`src/rtl/relu_arbiter_pkg.sv`:
```
`default_nettype none
// ============================================================================
//  Module      : relu_arbiter_pkg
//  Description : Shared field widths, FSM state encoding and operand/result
//                record types for the RELU arbiter and its picker.
//  Revision    : 1.0 - initial release
// ============================================================================
//  Contents
//    EXP_IN_W / MAN_IN_W / FLT_IN_W : operand field widths (1+6+12 = 19)
//    EXP_OUT_W / MAN_OUT_W          : result field widths  (1+5+6  = 12)
//    CNT_W                          : latency counter width (0..7 cycles)
//    S_IDLE / S_WAIT / S_RESULT     : FSM state encoding
//    operand_t / result_t           : packed float records
// ============================================================================
package relu_arbiter_pkg;

  localparam int EXP_IN_W  = 6;
  localparam int MAN_IN_W  = 12;
  localparam int EXP_OUT_W = 5;
  localparam int MAN_OUT_W = 6;
  localparam int FLT_IN_W  = 1 + EXP_IN_W + MAN_IN_W;

  // Wide enough for the largest supported RELU latency (7).
  localparam int CNT_W = 3;

  typedef logic [1:0] state_t;

  localparam state_t S_IDLE   = 2'd0;
  localparam state_t S_WAIT   = 2'd1;
  localparam state_t S_RESULT = 2'd2;

  typedef struct packed {
    logic                sign;
    logic [EXP_IN_W-1:0] exponent;
    logic [MAN_IN_W-1:0] mantissa;
  } operand_t;

  typedef struct packed {
    logic                 sign;
    logic [EXP_OUT_W-1:0] exponent;
    logic [MAN_OUT_W-1:0] mantissa;
  } result_t;

endpackage : relu_arbiter_pkg
`default_nettype wire

```
`src/rtl/relu_arbiter_rr_picker.sv`:
```
`default_nettype none
// ============================================================================
//  Module      : relu_arbiter_rr_picker
//  Description : Combinational round-robin picker. Returns the first asserted
//                request found when searching ptr, ptr+1, ... modulo NUM_REQ.
//  Revision    : 1.0 - initial release
// ============================================================================
//  Ports
//    req_valid    in   NUM_REQ  per-requester request
//    ptr          in   ID_W     highest-priority index for this search
//    grant_onehot out  NUM_REQ  one-hot grant, all zero when nothing requests
//    grant_idx    out  ID_W     binary index of the grant (0 when none)
//    any_valid    out  1        at least one request is asserted
// ============================================================================
module relu_arbiter_rr_picker
  import relu_arbiter_pkg::*;
#(
  parameter int NUM_REQ = 4,
  parameter int ID_W    = 2
) (
  input  logic [NUM_REQ-1:0] req_valid,
  input  logic [ID_W-1:0]    ptr,
  output logic [NUM_REQ-1:0] grant_onehot,
  output logic [ID_W-1:0]    grant_idx,
  output logic               any_valid
);

  logic [ID_W-1:0] cand_idx;

  // Walk the search order from the farthest offset back to offset 0, so the
  // last hit written is the one closest to ptr.
  always_comb begin
    grant_onehot = '0;
    grant_idx    = '0;
    any_valid    = 1'b0;
    cand_idx     = '0;
    for (int k = NUM_REQ - 1; k >= 0; k--) begin
      cand_idx = ID_W'((int'(ptr) + k) % NUM_REQ);
      if (req_valid[cand_idx]) begin
        grant_onehot           = '0;
        grant_onehot[cand_idx] = 1'b1;
        grant_idx              = cand_idx;
        any_valid              = 1'b1;
      end
    end
  end

endmodule : relu_arbiter_rr_picker
`default_nettype wire

```
`src/rtl/relu_arbiter.sv`:
```
`default_nettype none
// ============================================================================
//  Module      : relu_arbiter
//  Description : Shares one registered RELU unit among NUM_REQ requesters.
//                Round-robin grant in IDLE, operand held for the RELU latency
//                in WAIT, tagged result offered on a valid/ready port in
//                RESULT.
//  Revision    : 1.0 - initial release
// ============================================================================
//  Ports
//    Clock            in   1            rising-edge clock
//    ResetN           in   1            asynchronous active-low reset
//    ReqValid         in   NUM_REQ      per-requester operand valid
//    ReqReady         out  NUM_REQ      one-hot accept (IDLE only)
//    ReqData          in   NUM_REQ*19   slice i = {sign, exp[5:0], mant[11:0]}
//    ReluSign         out  1            operand sign to RELU
//    ReluExponent     out  6            operand exponent to RELU
//    ReluMantissa     out  12           operand mantissa to RELU
//    ReluSignOut      in   1            RELU result sign
//    ReluExponentOut  in   5            RELU result exponent
//    ReluMantissaOut  in   6            RELU result mantissa
//    OutValid         out  1            result valid
//    OutReady         in   1            consumer accepts result
//    OutId            out  ID_W         requester index of the result
//    OutSign          out  1            result sign
//    OutExponent      out  5            result exponent
//    OutMantissa      out  6            result mantissa
//    Busy             out  1            FSM is not in IDLE
// ============================================================================
module relu_arbiter
  import relu_arbiter_pkg::*;
#(
  parameter int NUM_REQ      = 4,
  parameter int ID_W         = $clog2(NUM_REQ),
  parameter int RELU_LATENCY = 1
) (
  input  logic                          Clock,
  input  logic                          ResetN,
  input  logic [NUM_REQ-1:0]            ReqValid,
  output logic [NUM_REQ-1:0]            ReqReady,
  input  logic [NUM_REQ*FLT_IN_W-1:0]   ReqData,
  output logic                          ReluSign,
  output logic [EXP_IN_W-1:0]           ReluExponent,
  output logic [MAN_IN_W-1:0]           ReluMantissa,
  input  logic                          ReluSignOut,
  input  logic [EXP_OUT_W-1:0]          ReluExponentOut,
  input  logic [MAN_OUT_W-1:0]          ReluMantissaOut,
  output logic                          OutValid,
  input  logic                          OutReady,
  output logic [ID_W-1:0]               OutId,
  output logic                          OutSign,
  output logic [EXP_OUT_W-1:0]          OutExponent,
  output logic [MAN_OUT_W-1:0]          OutMantissa,
  output logic                          Busy
);

  // --------------------------------------------------------------------------
  // State and datapath registers
  // --------------------------------------------------------------------------
  state_t          state_q,     state_d;
  logic [ID_W-1:0] ptr_q,       ptr_d;
  logic [CNT_W-1:0] cnt_q,      cnt_d;
  operand_t        operand_q,   operand_d;
  result_t         result_q,    result_d;
  logic [ID_W-1:0] out_id_q,    out_id_d;
  logic            out_valid_q, out_valid_d;

  // Picker outputs
  logic [NUM_REQ-1:0] grant_onehot;
  logic [ID_W-1:0]    grant_idx;
  logic               any_valid;

  relu_arbiter_rr_picker #(
    .NUM_REQ (NUM_REQ),
    .ID_W    (ID_W)
  ) u_picker (
    .req_valid    (ReqValid),
    .ptr          (ptr_q),
    .grant_onehot (grant_onehot),
    .grant_idx    (grant_idx),
    .any_valid    (any_valid)
  );

  // --------------------------------------------------------------------------
  // State register
  // --------------------------------------------------------------------------
  always_ff @(posedge Clock or negedge ResetN) begin
    if (!ResetN) begin
      state_q     <= S_IDLE;
      ptr_q       <= '0;
      cnt_q       <= '0;
      operand_q   <= '0;
      result_q    <= '0;
      out_id_q    <= '0;
      out_valid_q <= 1'b0;
    end else begin
      state_q     <= state_d;
      ptr_q       <= ptr_d;
      cnt_q       <= cnt_d;
      operand_q   <= operand_d;
      result_q    <= result_d;
      out_id_q    <= out_id_d;
      out_valid_q <= out_valid_d;
    end
  end

  // --------------------------------------------------------------------------
  // Next-state and datapath load logic
  // --------------------------------------------------------------------------
  always_comb begin
    state_d     = state_q;
    ptr_d       = ptr_q;
    cnt_d       = cnt_q;
    operand_d   = operand_q;
    result_d    = result_q;
    out_id_d    = out_id_q;
    out_valid_d = out_valid_q;

    case (state_q)
      S_IDLE: begin
        // ReqReady is the picker's one-hot grant, so any asserted request
        // means the granted requester completes its handshake this cycle.
        if (any_valid) begin
          operand_d = operand_t'(ReqData[int'(grant_idx)*FLT_IN_W +: FLT_IN_W]);
          out_id_d  = grant_idx;
          ptr_d     = (grant_idx == ID_W'(NUM_REQ - 1)) ? '0 : grant_idx + 1'b1;
          cnt_d     = CNT_W'(RELU_LATENCY);
          state_d   = S_WAIT;
        end
      end

      S_WAIT: begin
        // Counting down from RELU_LATENCY to 0 gives LATENCY+1 WAIT cycles;
        // the RELU output is sampled on the cycle the count reaches zero.
        if (cnt_q != '0) begin
          cnt_d = cnt_q - 1'b1;
        end else begin
          result_d    = '{sign:     ReluSignOut,
                          exponent: ReluExponentOut,
                          mantissa: ReluMantissaOut};
          out_valid_d = 1'b1;
          state_d     = S_RESULT;
        end
      end

      S_RESULT: begin
        // Return to IDLE only; the next grant is made from IDLE, never in the
        // same cycle as the result handshake.
        if (OutReady) begin
          out_valid_d = 1'b0;
          state_d     = S_IDLE;
        end
      end

      default: begin
        state_d = S_IDLE;
      end
    endcase
  end

  // --------------------------------------------------------------------------
  // Output logic
  // --------------------------------------------------------------------------
  always_comb begin
    ReqReady = '0;
    Busy     = (state_q != S_IDLE);
    if (state_q == S_IDLE) begin
      ReqReady = grant_onehot;
    end
  end

  // RELU sees the held operand continuously so any pipeline depth up to the
  // configured latency observes a stable input.
  assign ReluSign     = operand_q.sign;
  assign ReluExponent = operand_q.exponent;
  assign ReluMantissa = operand_q.mantissa;

  assign OutValid    = out_valid_q;
  assign OutId       = out_id_q;
  assign OutSign     = result_q.sign;
  assign OutExponent = result_q.exponent;
  assign OutMantissa = result_q.mantissa;

endmodule : relu_arbiter
`default_nettype wire

```
`config.mk`:
```
export PLATFORM = sky130hd
export DESIGN_NAME = relu_arbiter
export DESIGN_NICKNAME = d
export VERILOG_FILES = /design/src/rtl/relu_arbiter_pkg.sv /design/src/rtl/relu_arbiter_rr_picker.sv /design/src/rtl/relu_arbiter.sv
export SDC_FILE = /design/constraint.sdc
export NUM_CORES = 1
export LEC_CHECK = 0
export ABC_CLOCK_PERIOD_IN_PS = 7030
export BUFFER_PORTS_ARGS = -buffer_cell sky130_fd_sc_hd__buf_2
export CORE_ASPECT_RATIO = 2
export CORE_MARGIN = 3
export CORE_UTILIZATION = 51
export DETAILED_ROUTE_END_ITERATION = 8
export PLACE_DENSITY = 0.94
export SLEW_MARGIN = 20
export SYNTH_ARGS = -nofsm -noshare
export SYNTH_HDL_FRONTEND = slang
export SYNTH_HIERARCHICAL = 1
export SYNTH_SLANG_ARGS = --single-unit
```
`constraint.sdc`:
```
create_clock -name Clock -period 7.03 [get_ports Clock]
set_clock_uncertainty 0.1 [all_clocks]
set_input_delay 0.3515 -clock Clock [delete_from_list [all_inputs] [get_ports Clock]]
set_output_delay 0.3515 -clock Clock [all_outputs]
set_load 0.02 [all_outputs]
```
==> results of run 1 <==
-- worst max-delay path, stage by stage, from the launching register on --
cell,delay [ns]
dfrtp_1,0.71
inv_1,0.25
ha_1,0.47
or3b_2,0.48
nand3_1,0.18
nand4_1,0.14
a31oi_1,0.18
and2_1,0.13
buf_2,0.15
-- layer usage --
layer,vias to the layer above,GRT usage,wire length [um]
met4,0,0.0938,229
met2,105,0.438,4160
met1,1145,0.254,2570
li1,1161,-,-
met3,23,0.0408,395
met5,-,0,0
-- area by class of cell --
| cell class | instances | area (um^2) | area share |
|---|---|---|---|
| clock buffers | 7 | 86.3 | 0.0245 |
| inverters | 6 | 22.5 | 0.00638 |
| multi-input cells | 181 | 1640 | 0.465 |
| flip-flops and latches | 41 | 1030 | 0.291 |
| well taps | 58 | 72.6 | 0.0206 |
| repair buffers | 135 | 681 | 0.193 |
-- flip-flops by register name (all words and copies together), names as in the netlist --
register,cells
OutExponent,5
ReluMantissa,12
OutId,2
cnt_q,3
OutMantissa,6
state_q,2
OutValid,1
ptr_q,2
ReluExponent,6
ReluSign,1
OutSign,1
-- stage by stage --
stage	utilization	std cells	hold slack (ns)	setup slack (ns)	power [mW]
global route	0.674	428	0.154	3.33	1.77
floorplan	-	246	-0.0441	4.29	1.26
CTS	0.674	428	0.125	3.60	1.65
detailed placement	0.658	421	0.360	3.70	1.50
finish	0.674	428	0.0842	3.59	1.65
global placement	0.658	421	0.364	3.88	1.44
-- worst paths after layout --
check                                         from  slack (ns)              end
worst max-delay path                      ptr_q[0]        3.59      ReqReady[1]
worst min-delay path                        ResetN        0.08   OutMantissa[0]
max in group asynchronous                   ResetN        6.18         cnt_q[0]
worst min register to register            OutId[0]        0.38         OutId[0]
min in group Clock              ReluMantissaOut[0]        0.19   OutMantissa[0]
worst max register to register            ptr_q[0]        3.68  ReluExponent[0]
-- power by group --
part / total [mW] / internal, mW / switching (mW) / leakage [nW]
logic: 1.04 / 0.452 / 0.586 / 1.26
clock network: 0.157 / 0.0780 / 0.0785 / 0.0443
registers: 0.451 / 0.353 / 0.0986 / 0.496
total: 1.65 / 0.883 / 0.763 / 1.80
-- cell usage after synthesis, types with 2 or more instances --
| cell | count |
|---|---|
| nand2_1 | 26 |
| nor2b_1 | 3 |
| mux2_2 | 14 |
| nor2_1 | 10 |
| mux2_4 | 3 |
| a22oi_1 | 5 |
| mux2i_1 | 39 |
| dfrtp_1 | 41 |
| a31oi_1 | 4 |
| inv_1 | 6 |
| buf_6 | 7 |
| o221ai_2 | 18 |
| o21ai_0 | 6 |
| nand4_1 | 4 |
| ha_1 | 11 |
| and2_1 | 4 |
| mux4_2 | 2 |
| a21oi_1 | 5 |
| buf_2 | 6 |
| buf_4 | 4 |
| nand3_1 | 2 |
| o221ai_1 | 2 |
-- kinds of logic after synthesis --
family,Yosys count,share of synthesized area
DFF,41,0.364
muxes,60,0.239
and+or+nand+nor,64,0.128
adders and majority gates,11,0.0488
AOI/OAI and AO/OA,46,0.161
buffers and inverters,24,0.0586
==> metrics, run 1 <==
largest fanout on the critical path 17; core region area 0.00523 mm^2; pin count of the biggest net entering global routing 42; GRT overflow 0; outcome finished clean; antenna violations before repair 0; global-route wire length before repair 12300 um; startpoint types flip-flop; Gate Count Post-Synth 246; Worst EP arrival 2.99 ns; Hold Crit Class input pin to asynchronous set/reset pin; First-pass DRT Iterations 5; Final ANT Viol Nets 0; H-tree depth 2; max_cap viols 0; top cells by area, synth dfrtp_1 36%, mux2i_1 14%, o221ai_2 9.6%, mux2_2 5.6%, ha_1 4.9%; Buffers on Ports 133; postcts setup bufs 0; max frequency 0.291 GHz; Die Area 0.00651 mm^2; Num CTS Buffers 5; via count 2434; Final GP Congestion 0.863; Worst Path Required 6.58 ns; layout cells sized above 1 0.505; R2R depth 8; Chip Width 58.6 um; fin nets 476; Die Height 111 um; Slew headroom 0.400; share of the synthesized area in the top cell type 0.364; Clock Tree Buf Depth 2; sequential area share after synthesis 0.364; I/O pins 134; Residual DRC 0; design area 0.00353 mm^2; Pleak 1.80 nW; final setup vio count 0; Worst IR Drop VDD 431 uV; clock sink count 41; Cell Pwr Density 466 mW/mm^2; count of final max-slew check failures 0; All-Layer GR Usage 0.238; Post-synth ARST share 1.00; Post-Route WL 7350 um; Clock Tree Root clkbuf_8; row cnt 37; vias per inst 5.69; P&R area growth vs syn 25.1%; Initial Utilization 0.539; First DRT Iteration DRCs 96; commonest non-fill, non-tap cells in the layout 133 x buf_2, 41 x dfrtp_1, 39 x mux2i_1; post_cts resized 0; CTS tree done; Yosys reg bits 41; Worst-path clk slew 0.08 ns; fillcell total 433; Worst Setup End Kind primary output; area leader, netlist dfrtp_1; Worst Max-Slew Pin Slew 0.900 ns; clk_lat worst skew 0.29 ns; commonest non-fill, non-tap cell in the layout buf_2; Placed Area 0.00344 mm^2; diode count 0; hpwl dp 5670 um; crit path time final 3.44 ns; Synth Net Count 352; unrepaired setup endpoints after global routing false; Ys Warns 6; Post-synth EDFFs 0; wire per inst 17.2 um; post-synth cell types 46; final hold vios 0; hold_buf cts 0; Sum Neg Setup Slack 0 ns; Top FF cell, synth dfrtp_1; crit share post-route 0.489; Cell Area, Synth 0.00282 mm^2; CP Class flip-flop to primary output; Synth Area per Inst 11.5 um^2; vias in the first global route 2634
Power figures use the tool's default switching activity.
==> run 2: changes to the inputs <==
- ABC_CLOCK_PERIOD_IN_PS: 7030 -> 2950
- CORE_UTILIZATION: 51 -> 42
- PLACE_DENSITY: 0.94 -> 0.83
- clock period: 7.03 -> 2.95 ns (I/O delays scaled with it)
==> metrics, run 2 (synthesis gave the netlist of run 1 again) <==
outcome finished clean (unchanged); Residual DRC 0 (unchanged); First-pass DRT Iterations 4 (was 5); max frequency 0.370 GHz; clk_lat worst skew 0.28 ns (was 0.29 ns); Min-Delay Startpoint ReluExponentOut[2]; Hold Crit Class input pin to flip-flop (was input pin to asynchronous set/reset pin); CP Buf/Inv Count 2 (unchanged); Die Height 122 um (was 111 um); Sw Pwr 1.84 mW (was 0.763 mW); commonest non-fill, non-tap cell in the layout buf_2 (unchanged); GRT overflow 0 (unchanged); H-tree depth 2 (unchanged); Num CTS Buffers 5 (unchanged); Worst Path Required 2.70 ns (was 6.58 ns); All-Layer GR Usage 0.193 (was 0.238); core region area 0.00641 mm^2 (was 0.00523 mm^2); crit-path leading delay family simple AND/OR/NAND/NOR gates (unchanged); RR Startpoint ptr_q[0] (unchanged); Final ANT Viol Nets 0 (unchanged); diode count 0 (unchanged); unrepaired setup endpoints after global routing false (unchanged); crit share post-route 0.917; largest fanout on the critical path 11 (was 17); RR Endpoint ptr_q[1] (was ReluExponent[0]); vias in the first global route 2528 (was 2634); vias per inst 5.26 (was 5.69); Worst-path clk slew 0.06 ns (was 0.08 ns); Sequential Power Share 0.247 (was 0.274); wire per inst 16.1 um (was 17.2 um); Worst Setup End Kind primary output (unchanged); final hold vios 0 (unchanged); startpoint types flip-flop (unchanged); fin nets 488 (was 476); max_cap viols 0 (unchanged); clock sink count 41 (unchanged); I/O pins 134 (unchanged); Slew headroom 0.389 (was 0.400); global-route wire length before repair 11900 um (was 12300 um); placed insts 456 (was 421); layout cells sized above 1 0.509 (was 0.505); GR met3 Demand/Resource 0.0277 (was 0.0408); Worst EP arrival 2.46 ns (was 2.99 ns); CP Class flip-flop to primary output (unchanged); met1 usage 0.199 (was 0.254); Initial Utilization 0.440 (was 0.539); postcts setup bufs 0 (unchanged); via count 2456 (was 2434); Worst Max-Slew Pin Slew 0.916 ns (was 0.900 ns); Clock Tree Root clkbuf_16 (was clkbuf_8); Chip Width 63.9 um (was 58.6 um); row cnt 41 (was 37); Cell Pwr Density 1110 mW/mm^2 (was 466 mW/mm^2); Final GP Congestion 0.852 (was 0.863); crit path time final 2.70 ns; Worst IR Drop VDD 656 uV (was 431 uV); hold endpoint OutExponent[2]; Buffers on Ports 133 (unchanged); Die Area 0.00779 mm^2 (was 0.00651 mm^2); part of the power in combinational logic 0.631 (about the same); antenna violations before repair 0 (unchanged); hpwl dp 5970 um (was 5670 um); Power Internal 2.28 mW (was 0.883 mW); commonest non-fill, non-tap cells in the layout 133 x buf_2, 41 x dfrtp_1, 39 x mux2i_1 (unchanged); First DRT Iteration DRCs 143 (was 96); final setup vio count 0 (unchanged); Pleak 1.88 nW (was 1.80 nW); CTS tree done (unchanged); Clock Power Share 0.122 (was 0.095); P&R area growth vs syn 31.5% (was 25.1%); Post-Route WL 7510 um (was 7350 um); Largest stage delay, worst path 0.48 ns (was 0.71 ns); max reg flops 12 (unchanged); flop-to-flop setup slack 0.38 ns (was 3.68 ns); hold path cells 2; slowest cell on the critical path or3b_2 (was dfrtp_1); Sum Neg Setup Slack 0 ns (unchanged); pin count of the biggest net entering global routing 42 (unchanged); Final Non-Filler Cells 467 (was 428); Switching Share 0.447 (was 0.464); post_cts resized 0 (unchanged); busiest grt layer met2 (unchanged); R2R depth 7 (was 8); count of final max-slew check failures 0 (unchanged); met2 Use GR 0.362 (was 0.438); Clock Tree Buf Depth 2 (unchanged); CP cell instances inv_1, ha_1, or3b_2, nand3_1, nand4_1, a31oi_1, and2_1, buf_2 (unchanged); Critical Path Stages 8 (unchanged)
-- run 2: repair_timing --
action / 4_1_cts / 5_1_grt
hold endpoints to repair: 45 / 0
hold buffers: 5 / 0
setup endpoints to repair: 0 / 0
-- run 2: worst reg2reg max path: cells and delay by family, from the launching register on --
family	cells	cell delay (ns)
simple gates	2	0.63
fa+ha+maj	2	0.69
compound gates	1	0.22
buf+inv	1	0.17
flops	1	0.38
mux	1	0.26
-- run 2: layout make-up --
| type | instances | area [um^2] |
|---|---|---|
| Clock buffer | 5 | 125 |
| Fill cell | 568 | 2700 |
| Multi-Input combinational cell | 181 | 1640 |
| Inverter | 6 | 22.5 |
| Timing Repair Buffer | 147 | 783 |
| Sequential cell | 41 | 1030 |
| Tap cell | 86 | 108 |
| Clock inverter | 1 | 5.00 |
-- run 2: metrics by stage --
stage | worst slack, ns | total power, mW | hold WS (ns) | area [um^2] | util
after floorplan | 0.208 | 3.01 | -0.248 | 2820 | -
after global placement | 0.446 | 3.55 | 0.220 | 3530 | 0.550
after detailed placement | 0.411 | 3.64 | 0.245 | 3530 | 0.550
after CTS | 0.236 | 4.16 | 0.00158 | 3710 | 0.579
after global routing | 0.0903 | 4.41 | 0.00492 | 3710 | 0.579
final | 0.246 | 4.12 | 0.00677 | 3710 | 0.579
-- run 2: power groups by stage --
stage	Clock (mW)	Sequential [mW]	Combinational (mW)
detailed placement	0	1.02	2.62
finish	0.502	1.02	2.60
floorplan	0	1.28	1.72
CTS	0.519	1.02	2.62
global placement	0	1.02	2.53
global route	0.539	1.06	2.81
-- run 2: per-layer routing --
metal | up-vias | wire length [um]
met3 | 20 | 310
met2 | 86 | 4230
met4 | 0 | 306
met5 | - | 0
met1 | 1168 | 2660
li1 | 1182 | -
-- run 2: how the worst max path moves through the flow --
stage | start | end | slack, ns
finish | ptr_q[0] | ReqReady[1] | 0.25
global route | ptr_q[0] | ReqReady[1] | 0.09
CTS | ptr_q[0] | ReqReady[1] | 0.24
detailed placement | ptr_q[0] | ptr_q[1] | 0.41
global placement | ptr_q[1] | ptr_q[1] | 0.45
floorplan | ptr_q[0] | ReluExponent[5] | 0.21
==> run 3: changes to the inputs <==
- CORE_MARGIN: 3 -> 8
- MAX_ROUTING_LAYER: not set -> met4
==> metrics, run 3 (synthesis gave the netlist of run 1 again) <==
outcome finished clean (unchanged); Worst Max-Slew Pin Slew 0.950 ns (was 0.916 ns); All-Layer GR Usage 0.174 (was 0.193); I/O pins 134 (unchanged); Worst-path clk slew 0.05 ns (was 0.06 ns); global-route wire length before repair 13000 um (was 11900 um); GRT overflow 0 (unchanged); clk_lat worst skew 0.28 ns (about the same); vias per inst 5.21 (was 5.26); count of final max-slew check failures 0 (unchanged); Post-Route WL 8030 um (was 7510 um); Hold Crit Class input pin to flip-flop (unchanged); flop-to-flop setup slack 0.29 ns (was 0.38 ns); Sum Neg Setup Slack 0 ns (unchanged); startpoint types flip-flop (unchanged); fin nets 490 (was 488); Largest stage delay, worst path 0.47 ns (was 0.48 ns); First-pass DRT Iterations 4 (unchanged); Pleak 1.89 nW (was 1.88 nW); Cell Pwr Density 1110 mW/mm^2 (about the same); Final GP Congestion 0.868 (was 0.852); vias in the first global route 2737 (was 2528); Worst Path Required 2.70 ns (about the same); Slew headroom 0.366 (was 0.389); diode count 0 (unchanged); crit-path leading delay family simple AND/OR/NAND/NOR gates (unchanged); First DRT Iteration DRCs 120 (was 143); Min-Delay Startpoint ReluExponentOut[0] (was ReluExponentOut[2]); Final WS setup 0.273 ns (was 0.246 ns); Die Area 0.00975 mm^2 (was 0.00779 mm^2); max_cap viols 0 (unchanged); Clock Tree Buf Depth 2 (unchanged); hpwl dp 6370 um (was 5970 um); max reg flops 12 (unchanged); final setup vio count 0 (unchanged); CTS tree done (unchanged); hold path cells 2 (unchanged); pin count of the biggest net entering global routing 42 (unchanged); Num CTS Buffers 5 (unchanged); Initial Utilization 0.429 (was 0.440); row cnt 42 (was 41); CP cell instances inv_1, ha_1, or3b_2, nand3_1, nand4_1, a31oi_1, and2_1, buf_2 (unchanged); clock sink count 41 (unchanged); pre-CTS setup slack 0.322 ns (was 0.411 ns); slowest cell on the critical path or3b_2 (unchanged); Worst EP arrival 2.43 ns (was 2.46 ns); max frequency 0.374 GHz (was 0.370 GHz); Worst IR Drop VDD 568 uV (was 656 uV); Buffers on Ports 133 (unchanged); final hold vios 0 (unchanged); P&R area growth vs syn 33.6% (was 31.5%); R2R depth 8 (was 7); commonest non-fill, non-tap cell in the layout buf_2 (unchanged); crit share post-route 0.907 (was 0.917); RR Startpoint ptr_q[1] (was ptr_q[0]); antenna violations before repair 0 (unchanged); Residual DRC 0 (unchanged); Final ANT Viol Nets 0 (unchanged); core region area 0.00657 mm^2 (was 0.00641 mm^2); hold endpoint OutExponent[0] (was OutExponent[2]); CP Class flip-flop to primary output (unchanged); layout cells sized above 1 0.500 (was 0.509); commonest non-fill, non-tap cells in the layout 133 x buf_2, 41 x dfrtp_1, 39 x mux2i_1 (unchanged); Worst Setup End Kind primary output (unchanged); via count 2459 (was 2456); fillcell total 583 (was 568); Chip Width 73.9 um (was 63.9 um); wire per inst 17.0 um (was 16.1 um); unrepaired setup endpoints after global routing false (unchanged); largest fanout on the critical path 11 (unchanged); crit path time final 2.68 ns (was 2.70 ns); H-tree depth 2 (unchanged); RR Endpoint ReluExponent[0] (was ptr_q[1]); CP Buf/Inv Count 2 (unchanged); Clock Tree Root clkbuf_16 (unchanged); Die Height 132 um (was 122 um)
==> run 3: changes by cell type in the layout (fill, tap and decap cells not counted) <==
cell           before  now
dlygate4sd3_1       5   10
buf_4               9    5
buf_12              0    1
clkbuf_8            0    1
clkinv_2            1    0
clkinvlp_4          0    1
==> run 3: repair_timing <==
action | in CTS | in global routing
hold buffers | 10 | 0
resized for setup | 0 | 0
hold endpoints to repair | 50 | 0
setup buffers | 0 | 0
==> run 3: power by group <==
part           leakage, nW  internal [mW]  switching [mW]
Clock               0.0690          0.331           0.210
Sequential           0.496          0.843           0.175
Combinational         1.33           1.13            1.47
Total                 1.89           2.31            1.86
==> run 3: through the flow <==
stage	hold slack, ns	std cells	instance area [um^2]	power, mW	utilization
after CTS	0.000874	472	3770	4.21	0.574
after floorplan	-0.248	246	2820	3.01	-
after detailed placement	0.246	455	3520	3.65	0.536
after global routing	0.000215	472	3770	4.45	0.574
final	0.00500	472	3770	4.17	0.574
after global placement	0.223	455	3520	3.55	0.536
==> run 3: metal layers <==
metal / vias up / global-route usage / routed length [um] / part of all wire
met4: 0 / 0.0785 / 186 / 0.023
li1: 1190 / - / - / -
met2: 87 / 0.314 / 4530 / 0.56
met3: 15 / 0.0229 / 297 / 0.037
met5: - / - / 0 / 0
met1: 1167 / 0.173 / 3020 / 0.38
==> run 3: worst max path at each step <==
| stage | cells after the start | start | endpoint |
|---|---|---|---|
| after global placement | 8 | ptr_q[1] | ReluExponent[0] |
| after floorplan | 10 | ptr_q[0] | ReluExponent[5] |
| after CTS | 8 | ptr_q[1] | ReqReady[3] |
| after detailed placement | 8 | ptr_q[1] | ReluExponent[0] |
| after global routing | 8 | ptr_q[1] | ReqReady[2] |
| final | 8 | ptr_q[1] | ReqReady[3] |
==> run 3: final cells by class <==
class                   count  area (um^2)  area share
multi-input cells         181         1640       0.435
flip-flops and latches     41         1030       0.272
repair buffers            149          823       0.218
clock buffers               6          139      0.0369
well taps                  88          110      0.0292
inverters                   6         22.5     0.00598
clock inverters             1         7.51     0.00199
